File: config.mk
export PLATFORM = sky130hd
export DESIGN_NAME = mem_port_arbiter
export DESIGN_NICKNAME = d
export VERILOG_FILES = /design/src/rtl/mem_arb_pkg.sv /design/src/rtl/arb_perf_counters.sv /design/src/rtl/mem_port_arbiter.sv
export SDC_FILE = /design/constraint.sdc
export NUM_CORES = 1
export LEC_CHECK = 0
export CAP_MARGIN = 20
export CORE_MARGIN = 5
export CORE_UTILIZATION = 40
export CTS_CLUSTER_SIZE = 30
export DETAILED_ROUTE_END_ITERATION = 8
export GPL_TIMING_DRIVEN = 0
export PLACE_DENSITY = 0.8
export SLEW_MARGIN = 20
export SYNTH_ARGS = -nofsm -noshare
export SYNTH_HDL_FRONTEND = slang
export SYNTH_SLANG_ARGS = --single-unit
File: constraint.sdc
create_clock -name clk -period 2.25 [get_ports clk]
set_input_delay 0.3375 -clock clk [delete_from_list [all_inputs] [get_ports clk]]
set_output_delay 0.3375 -clock clk [all_outputs]
set_load 0.005 [all_outputs]
File: src/rtl/mem_arb_pkg.sv
// ============================================================================
// Module   : mem_arb_pkg
// Brief    : Shared types for the unified memory port arbiter
// Revision : 1.0 - initial release
// ============================================================================
`default_nettype none

package mem_arb_pkg;

  // Default byte-enable width for the 32-bit configuration
  localparam int BE_W = 32 / 8;

  // Transaction sequencer states
  typedef enum logic [1:0] {
    IDLE = 2'd0,
    REQ  = 2'd1,
    WAIT = 2'd2,
    RESP = 2'd3
  } arb_state_t;

  // Which requester owns the current transaction
  typedef enum logic {
    OWN_IF = 1'b0,
    OWN_D  = 1'b1
  } owner_t;

endpackage

`default_nettype wire

File: src/rtl/arb_perf_counters.sv
// ============================================================================
// Module   : arb_perf_counters
// Brief    : Three wrapping 32-bit event counters (fetch grants, data grants,
//            stall cycles). Only instantiated when ARB_PERF_CNT_EN is defined.
// Revision : 1.0 - initial release
// ============================================================================
`default_nettype none

module arb_perf_counters (
  input  logic        clk,
  input  logic        rst,
  input  logic        inc_if,
  input  logic        inc_d,
  input  logic        inc_stall,
  output logic [31:0] perf_if_grants,
  output logic [31:0] perf_d_grants,
  output logic [31:0] perf_stall_cycles
);

  logic [31:0] if_cnt_q, if_cnt_d;
  logic [31:0] d_cnt_q, d_cnt_d;
  logic [31:0] stall_cnt_q, stall_cnt_d;

  // Next counter values; wrap naturally on overflow
  always_comb begin
    if_cnt_d    = if_cnt_q + {31'd0, inc_if};
    d_cnt_d     = d_cnt_q + {31'd0, inc_d};
    stall_cnt_d = stall_cnt_q + {31'd0, inc_stall};
  end

  // Counter registers, cleared by reset
  always_ff @(posedge clk) begin
    if (rst) begin
      if_cnt_q    <= '0;
      d_cnt_q     <= '0;
      stall_cnt_q <= '0;
    end else begin
      if_cnt_q    <= if_cnt_d;
      d_cnt_q     <= d_cnt_d;
      stall_cnt_q <= stall_cnt_d;
    end
  end

  assign perf_if_grants    = if_cnt_q;
  assign perf_d_grants     = d_cnt_q;
  assign perf_stall_cycles = stall_cnt_q;

endmodule

`default_nettype wire

File: src/rtl/mem_port_arbiter.sv
// ============================================================================
// Module   : mem_port_arbiter
// Brief    : Shares one memory port between instruction fetch and MEM-stage
//            data accesses, one outstanding transaction at a time. Data has
//            priority, except that fetch is forced after MAX_D_STREAK
//            consecutive data grants while fetch waits.
//            Optional macro ARB_PERF_CNT_EN adds grant/stall perf counters.
// Revision : 1.0 - initial release
// ============================================================================
`default_nettype none

module mem_port_arbiter
  import mem_arb_pkg::*;
#(
  parameter int ADDR_W       = 32,
  parameter int DATA_W       = 32,
  parameter int MAX_D_STREAK = 4
) (
`ifdef ARB_PERF_CNT_EN
  output logic [31:0]         perf_if_grants,
  output logic [31:0]         perf_d_grants,
  output logic [31:0]         perf_stall_cycles,
`endif
  input  logic                clk,
  input  logic                rst,
  input  logic                if_req,
  input  logic [ADDR_W-1:0]   if_addr,
  input  logic                if_flush,
  output logic [DATA_W-1:0]   if_rdata,
  output logic                if_done,
  input  logic                d_req,
  input  logic                d_we,
  input  logic [DATA_W/8-1:0] d_be,
  input  logic [ADDR_W-1:0]   d_addr,
  input  logic [DATA_W-1:0]   d_wdata,
  output logic [DATA_W-1:0]   d_rdata,
  output logic                d_done,
  output logic                mem_req,
  output logic                mem_we,
  output logic [DATA_W/8-1:0] mem_be,
  output logic [ADDR_W-1:0]   mem_addr,
  output logic [DATA_W-1:0]   mem_wdata,
  input  logic                mem_ready,
  input  logic                mem_rvalid,
  input  logic [DATA_W-1:0]   mem_rdata,
  output logic                stall_fetch,
  output logic                stall_mem
);

  localparam int               SW         = $clog2(MAX_D_STREAK + 1);
  localparam logic [SW-1:0]    STREAK_MAX = SW'(MAX_D_STREAK);

  arb_state_t              state_q, state_d;
  owner_t                  owner_q, owner_d;
  logic                    kill_q, kill_d;
  logic [SW-1:0]           streak_q, streak_d;
  logic                    mem_req_q, mem_req_d;
  logic                    mem_we_q, mem_we_d;
  logic [DATA_W/8-1:0]     mem_be_q, mem_be_d;
  logic [ADDR_W-1:0]       mem_addr_q, mem_addr_d;
  logic [DATA_W-1:0]       mem_wdata_q, mem_wdata_d;
  logic                    if_done_q, if_done_d;
  logic                    d_done_q, d_done_d;
  logic [DATA_W-1:0]       if_rdata_q, if_rdata_d;
  logic [DATA_W-1:0]       d_rdata_q, d_rdata_d;

  logic                    fetch_ok;
  logic                    force_if;
  logic                    grant_d;
  logic                    grant_if;
  logic                    kill_now;
  logic                    deliver;

  // Arbitration: data first, unless the streak limit forces a fetch grant.
  // A flush in IDLE removes fetch from contention for that cycle.
  assign fetch_ok = if_req & ~if_flush;
  assign force_if = fetch_ok & (streak_q == STREAK_MAX);
  assign grant_d  = (state_q == IDLE) & d_req & ~force_if;
  assign grant_if = (state_q == IDLE) & fetch_ok & ~grant_d;

  // The owner has abandoned the transaction (flush or dropped request)
  assign kill_now = (owner_q == OWN_IF) ? (if_flush | ~if_req) : ~d_req;
  assign deliver  = (state_q == WAIT) & mem_rvalid & ~kill_q & ~kill_now;

  // State register plus all datapath flops
  always_ff @(posedge clk) begin
    if (rst) begin
      state_q     <= IDLE;
      owner_q     <= OWN_IF;
      kill_q      <= 1'b0;
      streak_q    <= '0;
      mem_req_q   <= 1'b0;
      mem_we_q    <= 1'b0;
      mem_be_q    <= '0;
      mem_addr_q  <= '0;
      mem_wdata_q <= '0;
      if_done_q   <= 1'b0;
      d_done_q    <= 1'b0;
      if_rdata_q  <= '0;
      d_rdata_q   <= '0;
    end else begin
      state_q     <= state_d;
      owner_q     <= owner_d;
      kill_q      <= kill_d;
      streak_q    <= streak_d;
      mem_req_q   <= mem_req_d;
      mem_we_q    <= mem_we_d;
      mem_be_q    <= mem_be_d;
      mem_addr_q  <= mem_addr_d;
      mem_wdata_q <= mem_wdata_d;
      if_done_q   <= if_done_d;
      d_done_q    <= d_done_d;
      if_rdata_q  <= if_rdata_d;
      d_rdata_q   <= d_rdata_d;
    end
  end

  // Next-state logic of the transaction sequencer
  always_comb begin
    state_d = state_q;
    case (state_q)
      IDLE:    if (grant_if | grant_d) state_d = REQ;
      REQ:     if (mem_ready)          state_d = WAIT;
      WAIT:    if (mem_rvalid)         state_d = RESP;
      RESP:                            state_d = IDLE;
      default:                         state_d = IDLE;
    endcase
  end

  // Grant latching, kill tracking, streak counting and response capture
  always_comb begin
    owner_d     = owner_q;
    kill_d      = kill_q;
    streak_d    = streak_q;
    mem_req_d   = mem_req_q;
    mem_we_d    = mem_we_q;
    mem_be_d    = mem_be_q;
    mem_addr_d  = mem_addr_q;
    mem_wdata_d = mem_wdata_q;
    if_done_d   = 1'b0;
    d_done_d    = 1'b0;
    if_rdata_d  = if_rdata_q;
    d_rdata_d   = d_rdata_q;

    if (grant_d) begin
      owner_d     = OWN_D;
      kill_d      = 1'b0;
      mem_req_d   = 1'b1;
      mem_we_d    = d_we;
      mem_be_d    = d_be;
      mem_addr_d  = d_addr;
      mem_wdata_d = d_wdata;
      if (if_req && (streak_q != STREAK_MAX)) streak_d = streak_q + 1'b1;
    end else if (grant_if) begin
      owner_d     = OWN_IF;
      kill_d      = 1'b0;
      mem_req_d   = 1'b1;
      mem_we_d    = 1'b0;
      mem_be_d    = '1;
      mem_addr_d  = if_addr;
      mem_wdata_d = '0;
      streak_d    = '0;
    end

    if ((state_q == REQ) && mem_ready) mem_req_d = 1'b0;

    // Once abandoned, a transaction drains without a completion pulse
    if (((state_q == REQ) || (state_q == WAIT)) && kill_now) kill_d = 1'b1;

    if (deliver) begin
      if (owner_q == OWN_IF) begin
        if_done_d  = 1'b1;
        if_rdata_d = mem_rdata;
      end else begin
        d_done_d = 1'b1;
        if (!mem_we_q) d_rdata_d = mem_rdata;
      end
    end

    // Streak only accumulates while fetch is actually waiting
    if (!if_req) streak_d = '0;
  end

  // Output drive; a flush during RESP still suppresses the fetch pulse
  assign if_done     = if_done_q & ~if_flush;
  assign d_done      = d_done_q;
  assign if_rdata    = if_rdata_q;
  assign d_rdata     = d_rdata_q;
  assign mem_req     = mem_req_q;
  assign mem_we      = mem_we_q;
  assign mem_be      = mem_be_q;
  assign mem_addr    = mem_addr_q;
  assign mem_wdata   = mem_wdata_q;
  assign stall_fetch = if_req & ~if_done & ~if_flush;
  assign stall_mem   = d_req & ~d_done;

`ifdef ARB_PERF_CNT_EN
  arb_perf_counters u_perf (
    .clk               (clk),
    .rst               (rst),
    .inc_if            (grant_if),
    .inc_d             (grant_d),
    .inc_stall         (stall_fetch | stall_mem),
    .perf_if_grants    (perf_if_grants),
    .perf_d_grants     (perf_d_grants),
    .perf_stall_cycles (perf_stall_cycles)
  );
`endif

endmodule

`default_nettype wire

==> parameters.txt <==
Parameter                              Value

Worst setup path
  Max FO, Critical Path    6
  Critical-path top delay cell    sky130_fd_sc_hd__clkdlybuf4s50_1
  CP Data Arrival Time    about 1.8 ns
  Worst r2r path cells    8
  Required time worst endpoint    ~1.9 ns
  Cells traversed along the worst timing path    clkdlybuf4s50_1, nand2b_1, nor2_1, clkdlybuf4s50_1
  Most common cell on crit path    sky130_fd_sc_hd__clkdlybuf4s50_1
  Largest stage delay, worst path    between 0.5 and 0.6 ns
  Startpoint class of the critical path    primary input
  Setup crit end kind    output pin
  Type of the setup path with the least slack    in2out

Routing
  Total wire length    18.7 mm
  Vias per inst    a little under 5
  DR DRC count    0
  Detailed Route Iter0 Violations    roughly 360
  Final antenna-violating net count    0
  Via count of the routed design    5605
  DRT Pass-1 Iters    5
  Average detailed-routed wire length per instance    between 15 and 20 µm

Hold path
  WHS Path Cells    3
  Class of the worst hold path    in2reg

Floorplanning
  Die X-Extent    around 130 µm
  Number of placement rows    between 40 and 50
  Starting Density    between 40% and 50%
  Die H    127 µm
  I/O pin count    278
  Floorplan core area    about 13000 µm²
  DIE AREA    around 16000 µm²

Global routing
  Remaining global-route overflow    0
  Maximum number of pins on one net before global-route repair    17
  GRT Resource Usage Total    roughly 22%
  Via count of the first global-routing pass    5407
  GR met2 Demand/Resource    36.2%
  Initial antenna violation count    0
  Wire length of the first global-routing pass    slightly below 30 mm
  Most Crowded Layer GR    met2
  Met3 track utilization from global routing    between 6 and 7%
  GR Layer Usage met1    between 20% and 30%

Logic synthesis
  Number of storage elements in the synthesis netlist    around 140
  Net Count, Synth    slightly below 800
  Number of synthesized flops with an enable pin    0
  Average footprint of a synthesized cell    roughly 8.5 µm²
  Count of synthesis-stage warnings from yosys    0
  Gate Count Post-Synth    between 600 and 700
  Summed instance area of the synthesized netlist    approximately 5500 µm²
  Synth async-reset ratio    0%
  Sequential share of the synthesized area    between 50% and 60%
  Top FF cell, synth    sky130_fd_sc_hd__dfxtp_1
  Post-synthesis cell type count    34

STA
  Unrepaired setup endpoints after global routing    no
  Setup TNS Final    0 ns
  Hold slack final    0.386 ns
  Hold Vio Cnt, Final    0
  Actual slew at the worst max-slew pin    around 0.76 ns
  Period utilization    about 95%
  Min cycle time layout    2.13 ns
  Setup-failing EPs final    0
  Layout Skew    0.00729 ns
  Slew Limit Headroom    a little under 50%
  Number of pins exceeding their max-slew limit in the final report    0
  Highest achievable clock rate    approximately 470 MHz
  Final setup slack of the worst path    0.118 ns

Clocking
  Clk pin slew, worst setup/hold paths    around 0.060 ns
  Number of buffers added for setup after CTS    0
  Number of buffers created by CTS    17
  Clock insertion delay at the later pin of the skew report    0.42 ns
  Number of hold-repair buffers added at the cts stage    0
  Clock tree from TritonCTS    built
  Post-cts repair resize count    0
  Clock root buffer    sky130_fd_sc_hd__clkbuf_16
  Longest Clk Path Bufs    2
  # H-tree levels    4
  CTS Sinks    between 100 and 150

Finish
  Fraction of final layout cells sized beyond drive strength 1    10.1%
  Net count reported at finish    1086
  Area of the multi-input gates    about 2300 µm²
  Fillcell total    approximately 1100
  Leading cell types in the layout, fill and taps excluded    sky130_fd_sc_hd__clkdlybuf4s50_1, sky130_fd_sc_hd__nand2_1, sky130_fd_sc_hd__dfxtp_1
  Area Growth Syn to Fin    65.6%
  Area occupied by registers    about 2900 µm²
  Post-route cell area    a little over 9000 µm²
  Core utilization of the finished layout    between 60% and 70%
  Antenna cells    0
  Most common cell after layout, fill and taps aside    sky130_fd_sc_hd__clkdlybuf4s50_1
  Post-route non-filler standard cell count    about 1100

Power
  Worst VDD drop    about 0.55 mV
  Leakage dissipation    3.34 nW
  Design Power    9.30 mW
  Power Density    slightly above 1000 nW/µm²

Placement
  Last weighted congestion value of the routability-driven placer    roughly 0.8
  Number of instances in the placed design    1098
  Detailed-placement wirelength estimate    between 10 and 15 mm
  Post-DP Area    approximately 8500 µm²
  Worst slack after detailed placement    between 0.1 and 0.15 ns
  Port buffer count    approximately 280

Outcome
  Status    finished, final reports clean

Flow run
  Max-capacitance violation count    0
==> critical path: cells and delay by family <==
family        cells  cell delay (ns)
buf+inv           2             1.04
simple gates      2             0.42
==> final timing paths <==
| check | slack, ns | startpoint | to |
|---|---|---|---|
| worst max-delay path | 0.12 | if_flush | stall_fetch |
| worst min-delay path | 0.39 | d_req | d_done |
| worst max register to register | 0.46 | state_q[0] | d_rdata[14] |
| worst min register to register | 0.45 | kill_q | kill_q |
==> power breakdown <==
part / internal, mW / switching (mW)
sequential: 2.96 / 0.232
combinational: 1.59 / 1.50
clock: 1.92 / 1.10
total: 6.46 / 2.84
==> Yosys cell counts (2+ instances only) <==
| master | n | area share (%) |
|---|---|---|
| sky130_fd_sc_hd__a211oi_2 | 10 | 2.3 |
| sky130_fd_sc_hd__nand2_1 | 165 | 11 |
| sky130_fd_sc_hd__nor2b_1 | 4 | 0.45 |
| sky130_fd_sc_hd__nor3_2 | 2 | 0.36 |
| sky130_fd_sc_hd__nor3_1 | 3 | 0.27 |
| sky130_fd_sc_hd__a21oi_2 | 10 | 1.6 |
| sky130_fd_sc_hd__nor2_1 | 77 | 5.3 |
| sky130_fd_sc_hd__a21oi_1 | 90 | 8.2 |
| sky130_fd_sc_hd__inv_1 | 5 | 0.34 |
| sky130_fd_sc_hd__buf_4 | 8 | 1.1 |
| sky130_fd_sc_hd__or3_1 | 2 | 0.23 |
| sky130_fd_sc_hd__nand2b_1 | 2 | 0.23 |
| sky130_fd_sc_hd__ha_1 | 5 | 1.1 |
| sky130_fd_sc_hd__a211oi_1 | 24 | 3.3 |
| sky130_fd_sc_hd__buf_6 | 8 | 1.6 |
| sky130_fd_sc_hd__o22ai_1 | 4 | 0.45 |
| sky130_fd_sc_hd__dfxtp_1 | 143 | 52 |
| sky130_fd_sc_hd__a22oi_1 | 34 | 4.6 |
| sky130_fd_sc_hd__buf_2 | 21 | 1.9 |
| sky130_fd_sc_hd__clkbuf_1 | 16 | 1.1 |
==> cell families after synthesis <==
family	count (synthesis)	synth area share [%]
fa+ha+maj	5	1.14
buf+inv	58	6.07
compound gates	178	21.4
xor+xnor	1	0.159
mux	1	0.182
flops	143	52.0
simple gates	261	19.0
==> sequential cells by signal, indices dropped and copies added, names as in the netlist <==
signal / count
if_done_q: 1
kill_q: 1
mem_we: 1
mem_wdata: 32
state_q: 2
d_done: 1
streak_q: 3
mem_req: 1
if_rdata: 32
mem_be: 4
d_rdata: 32
owner_q: 1
mem_addr: 32
==> per-layer routing <==
metal	share of wire, %	up-vias	wire (µm)
li1	-	2771	-
met1	42	2598	7920
met2	48	206	9020
met3	6.7	30	1260
met4	2.5	0	469
met5	0	-	0
==> cell type report <==
class	count	share of cell area (%)
multi-input combinational	446	25.3
clock inverter	13	2.03
sequential	143	31.4
timing repair buffer	275	30.2
clock buffer	19	4.97
inverter	5	0.206
tap	176	2.42
buffer	53	3.46
Power figures use the tool's default switching activity.
